`config.mk`:
```
export PLATFORM = sky130hd
export DESIGN_NAME = mem_bus_arbiter
export DESIGN_NICKNAME = d
export VERILOG_FILES = /design/src/rtl/mem_bus_arbiter.sv
export SDC_FILE = /design/constraint.sdc
export NUM_CORES = 1
export LEC_CHECK = 0
export ABC_AREA = 1
export BUFFER_PORTS_ARGS = -buffer_cell sky130_fd_sc_hd__clkbuf_2
export CORE_AREA = 2 2 169 171
export CTS_CLUSTER_DIAMETER = 60
export DETAILED_ROUTE_END_ITERATION = 8
export DIE_AREA = 0 0 171 173
export PLACE_DENSITY_LB_ADDON = 0.05
export SETUP_SLACK_MARGIN = 0.5
export SYNTH_ARGS = -nofsm -noshare
export SYNTH_HDL_FRONTEND = slang
export SYNTH_SLANG_ARGS = --single-unit
```
`constraint.sdc`:
```
create_clock -name CLK -period 1.7 [get_ports CLK]
set_input_delay 0 -clock CLK [delete_from_list [all_inputs] [get_ports CLK]]
set_output_delay 0 -clock CLK [all_outputs]
set_load 0.1 [all_outputs]
```
`src/rtl/mem_bus_arbiter.sv`:
```
// mem_bus_arbiter: shares one RAM port between the instruction and data
// caches of two cores. Round-robin between cores, fixed priority within a
// core (dWEN > dREN > iREN). Data transfers are whole blocks, one word per
// RAM ACCESS beat, with the word index exposed on wordsel.
module mem_bus_arbiter #(
  parameter int NCPU            = 2,
  parameter int WORDS_PER_BLOCK = 2,
  parameter int ADDR_W          = 32,
  parameter int WORD_W          = 32
) (
  input  logic                               CLK,
  input  logic                               nRST,
  input  logic [NCPU-1:0]                    iREN,
  input  logic [NCPU*ADDR_W-1:0]             iaddr,
  output logic [NCPU-1:0]                    iwait,
  output logic [NCPU*WORD_W-1:0]             iload,
  input  logic [NCPU-1:0]                    dREN,
  input  logic [NCPU-1:0]                    dWEN,
  input  logic [NCPU*ADDR_W-1:0]             daddr,
  input  logic [NCPU*WORD_W-1:0]             dstore,
  output logic [NCPU-1:0]                    dwait,
  output logic [NCPU*WORD_W-1:0]             dload,
  output logic [$clog2(WORDS_PER_BLOCK)-1:0] wordsel,
  output logic                               ramREN,
  output logic                               ramWEN,
  output logic [ADDR_W-1:0]                  ramaddr,
  output logic [WORD_W-1:0]                  ramstore,
  input  logic [WORD_W-1:0]                  ramload,
  input  logic [1:0]                         ramstate,
  output logic                               grant,
  output logic                               busy
);

  localparam int CNT_W     = $clog2(WORDS_PER_BLOCK);
  localparam int BLK_BYTES = WORDS_PER_BLOCK * 4;

  localparam logic [1:0] IDLE   = 2'd0;
  localparam logic [1:0] IFETCH = 2'd1;
  localparam logic [1:0] DREAD  = 2'd2;
  localparam logic [1:0] DWRITE = 2'd3;

  localparam logic [1:0] RAM_ACCESS = 2'd2;

  localparam logic [CNT_W-1:0] LAST_CNT = CNT_W'(WORDS_PER_BLOCK - 1);

  logic [1:0]       state;
  logic             last;
  logic [CNT_W-1:0] cnt;

  logic [NCPU-1:0]   req_any;
  logic              cand;
  logic              op_req;
  logic              access;
  logic              beat;
  logic [ADDR_W-1:0] g_iaddr;
  logic [ADDR_W-1:0] g_daddr;
  logic [WORD_W-1:0] g_dstore;
  logic [ADDR_W-1:0] blk_addr;

  assign req_any  = iREN | dREN | dWEN;
  // The core that did not go last gets first pick; otherwise the same core may go again.
  assign cand     = req_any[~last] ? ~last : last;
  assign access   = (ramstate == RAM_ACCESS);
  assign g_iaddr  = iaddr[int'(grant)*ADDR_W +: ADDR_W];
  assign g_daddr  = daddr[int'(grant)*ADDR_W +: ADDR_W];
  assign g_dstore = dstore[int'(grant)*WORD_W +: WORD_W];
  // Block base plus word offset; wraps modulo 2^ADDR_W.
  assign blk_addr = (g_daddr & ~ADDR_W'(BLK_BYTES - 1)) + ADDR_W'({cnt, 2'b00});
  // A beat only completes while the owner still holds the request it was granted for.
  assign beat     = (state != IDLE) && op_req && access;
  assign wordsel  = cnt;
  assign busy     = (state != IDLE);

  // Is the request bit for the granted operation still asserted?
  always_comb begin
    // NOTE: every signal assigned in always_comb gets a default first so no latch is inferred.
    op_req = 1'b0;
    case (state)
      IFETCH:  op_req = iREN[grant];
      DREAD:   op_req = dREN[grant];
      DWRITE:  op_req = dWEN[grant];
      default: op_req = 1'b0;
    endcase
  end

  // Arbitration in IDLE, word sequencing and abort handling while busy.
  always_ff @(posedge CLK) begin
    // NOTE: sequential state uses non-blocking assignments so all registers update together.
    if (!nRST) begin
      state <= IDLE;
      grant <= 1'b0;
      last  <= 1'b1;
      cnt   <= '0;
    end else begin
      case (state)
        IDLE: begin
          if (req_any[cand]) begin
            grant <= cand;
            cnt   <= '0;
            if (dWEN[cand])      state <= DWRITE;
            else if (dREN[cand]) state <= DREAD;
            else                 state <= IFETCH;
          end
        end
        default: begin
          if (!op_req) begin
            state <= IDLE;
            cnt   <= '0;
            last  <= grant;
          end else if (access) begin
            if (state == IFETCH || cnt == LAST_CNT) begin
              state <= IDLE;
              last  <= grant;
            end
            // Final word wraps cnt back to zero since the block size is a power of two.
            if (state != IFETCH) cnt <= cnt + 1'b1;
          end
        end
      endcase
    end
  end

  // RAM strobes, address/data steering and wait/load outputs for the owning core.
  always_comb begin
    iwait    = '1;
    dwait    = '1;
    iload    = '0;
    dload    = '0;
    ramREN   = 1'b0;
    ramWEN   = 1'b0;
    ramaddr  = '0;
    ramstore = '0;
    case (state)
      IFETCH: begin
        ramREN  = 1'b1;
        ramaddr = g_iaddr;
        iload[int'(grant)*WORD_W +: WORD_W] = ramload;
        if (beat) iwait[grant] = 1'b0;
      end
      DREAD: begin
        ramREN  = 1'b1;
        ramaddr = blk_addr;
        dload[int'(grant)*WORD_W +: WORD_W] = ramload;
        if (beat) dwait[grant] = 1'b0;
      end
      DWRITE: begin
        ramWEN   = 1'b1;
        ramaddr  = blk_addr;
        ramstore = g_dstore;
        if (beat) dwait[grant] = 1'b0;
      end
      default: ;
    endcase
  end

endmodule

```
==> impl_metrics.ini <==
[worst_setup_path]
worst_setup_path_end_kind = output port
worst-setup-path-type = flip-flop to output port
setup.reg_to_reg.worst_slack_ns = 0.10
critical_path_required_ns = 1.70
start_kind = flip-flop
cp_data_arrival_time_ns = 1.77
cp_max_fo = 14

[yosys]
ys_seq_area_share_pct = 3.43
synth_xor_xnor_area_share_pct = 0.300
synth_cell_type_count = 22
yosysMostFrequentCell = nor2_1
synthSimpleGateAreaFrac_pct = 56.6
syn_nets = 865
synth_top_family_by_area = simple AND/OR/NAND/NOR gates
synth.mux.area_fraction_pct = 0
synth_top_cell_area_share_pct = 25.1
ys.flop_type = dfxtp_1
post_synth_instance_area_mm2 = 0.00292
synth-seq-cells = 5
synth.cells.most_frequent = nor2_1, nor3_1, o21ai_0, inv_1, nand2_1
yosys-top-cells-area = nor2_1, nor3_1, o21ai_0
synth_compound_gate_area_share_pct = 21.6
post_synth_inst_count = 626
yosys_warnings = 0
synth-edff-count = 0
postSynthAreaPerCell_um2 = 4.67
synthArstFlopShare_pct = 0
post_synth_fa_ha_maj_area_fraction_pct = 2.14
largest_area_contributor_in_the_netlist = nor2_1

[global_route]
track_usage_pct = 16.7
first_global_vias = 6199
pin_count_of_the_biggest_net_entering_global_routing = 34
first_pass_grt_wire_length_um = 38400
initial_antenna_violation_count = 0
grt_remaining_overflow = 0

[detailed_routing]
drt_iter0_drc = 175
drt-wirelength-per-cell_um = 17.7
drtPass1Iterations = 4
drc = 0
routed_wirelength_um = 25600
route.vias.total = 6004
route.detailed.vias_per_inst = 4.15
drt.antenna.violating_nets = 0

[timing]
achievable-frequency_mhz = 564
finalWorstPathRequiredPeriod_ns = 1.77
total_neg_setup_slack_ns = -0.857
timing.clock.skew_ns = 0.000410
finalHoldViolations = 0
maxSlewViolCount = 0
setup_slack_ns = -0.0745
worst-slew-pin-transition_ns = 0.547
period_utilisation_layout_pct = 104
rsz0062_at_grt = true
setup-violations-final = 29
relSlewSlack_pct = 63.7

[placed_design]
finalWeightedCongestion = 0.785
detailed_place.area_mm2 = 0.0110
hpwl_um = 19400
port_buffers = 428

[floorplanning]
io_pins = 435
core_mm2 = 0.0276
die_height_um = 173
fp.dieArea_mm2 = 0.0296
row_count = 61
die_w_um = 171
start_util_pct = 10.6

[cells_and_area]
multi_input_comb_area_mm2 = 0.00493
drive_above_1_share_pct = 74.9
final-seq-area_um2 = 113
num-nets-final = 1309
ant_diodes = 0
layout-area-overhead-vs-synth_pct = 317
layout.cell_area.non_filler_mm2 = 0.0122
filler_cell_count = 2688

[clock_tree]
clk_root_buffer_cell = clkbuf_16
cts.path.max_buffers = 2
cts.hold.buffers_added = 0
clk_pin_slew_worst_paths_ns = 0.03
clock_sinks = 5
latest_clock_arrival_within_the_worst_skew_pair_ns = 0.23
tritoncts = built
clock_tree.htree_level_count = 1
cts_made_buffers = 3

[run_status]
failed_checks = setup timing
run_status = finished, violations left

[pwr]
vdd_drop_max_mv = 1.09
power.sequential.fraction_pct = 1.2
combinationalPowerShare_pct = 97.1
power.share.switching_pct = 64.0
switching_power_mw = 14.1
p_clk_share_pct = 1.8
leakage_nw = 4.98
p_int_mw = 7.95
cellPowerDensity_mw_per_mm2 = 1810

[job]
max-cap-violations = 0

[worst_hold_path]
worstHoldPathType = input port to flip-flop
[placed cells by master (no fill, tap or decap), types with 2 or more instances in the layout]
cell type | netlist | routed
a21oi_1 | 32 | 2
a21oi_4 | 0 | 30
buf_12 | 0 | 219
buf_16 | 0 | 14
buf_4 | 4 | 20
buf_6 | 1 | 14
bufbuf_16 | 0 | 2
clkbuf_16 | 0 | 6
clkbuf_2 | 0 | 228
dfxtp_4 | 0 | 3
ha_4 | 0 | 5
inv_1 | 46 | 41
inv_4 | 1 | 2
nand2_1 | 34 | 30
nand2_2 | 3 | 5
nand2_4 | 0 | 2
nand3_1 | 13 | 9
nand3_2 | 3 | 3
nand3_4 | 0 | 4
nand4_1 | 2 | 2
nor2_1 | 195 | 134
nor2_2 | 0 | 7
nor2_4 | 0 | 54
nor3_4 | 1 | 131
o21ai_0 | 92 | 8
o21ai_1 | 0 | 39
o21ai_2 | 0 | 39
o21ai_4 | 0 | 6
[layout make-up]
class,instances,area share [%]
timing repair buffer,500,52.2
multi-input combinational,512,40.5
tap,378,3.89
inverter,48,1.83
sequential,5,0.925
clock buffer,4,0.648
[what timing repair did]
action / 4_1_cts / 5_1_grt
endpoints found under the setup margin: 205 / 205
gates resized for setup: 130 / 75
cloned: 10 / 3
buffers inserted: 10 / 5
pin swaps: 62 / 39
[cells by family (layout without fill, tap and decap cells)]
group           after synthesis  after routing
compound gates              125            125
buf+inv                     109            552
flops                         5              5
xor+xnor                      1              1
simple gates                381            381
fa+ha+maj                     5              5
[final timing paths]
| path | from | to | cells past startpoint |
|---|---|---|---|
| worst max-delay path | state[0] | dload[39] | 8 |
| worst max register to register | state[1] | state[0] | 10 |
| worst min register to register | last | last | 2 |
| worst min-delay path | nRST | last | 2 |
[layer usage]
layer  vias up  share of wire, %  track usage [%]
met5         -                 0                0
met4         0               1.7             2.90
met3        24               8.5             4.62
met2       246                52             31.2
met1      2739                38             18.8
li1       2995                 -                -
[sequential cells by signal (all words and copies together), names as in the netlist]
| signal | flops |
|---|---|
| state | 2 |
| wordsel | 1 |
| last | 1 |
| grant | 1 |
[worst max-delay path: stages (launching register included)]
cell	delay [ns]
dfxtp_4	0.38
inv_4	0.05
ha_4	0.18
buf_4	0.13
buf_6	0.12
inv_12	0.14
bufbuf_16	0.31
nor3_4	0.04
buf_12	0.18
[stage by stage]
stage          utilization, %  setup WS, ns  total power, mW  std cells  hold WS (ns)
2_1_floorplan               -        -0.173             13.9        626        0.0841
3_3_place_gp             39.8        0.0749             19.3       1415         0.255
3_5_place_dp             39.8        0.0505             19.3       1415         0.253
4_1_cts                  43.0       -0.0229             21.9       1439        0.0204
5_1_grt                  44.1        -0.136             23.0       1447        0.0343
6_report                 44.1       -0.0745             22.1       1447        0.0209
[power groups by stage]
stage / logic [mW] / registers, mW / clock network [mW]
finish: 21.4 / 0.256 / 0.393
detailed placement: 19.1 / 0.259 / 0
global placement: 19.1 / 0.255 / 0
floorplan: 13.6 / 0.309 / 0
CTS: 21.2 / 0.247 / 0.399
global route: 22.4 / 0.263 / 0.409
Note: power is estimated with default switching activity, not from simulation.
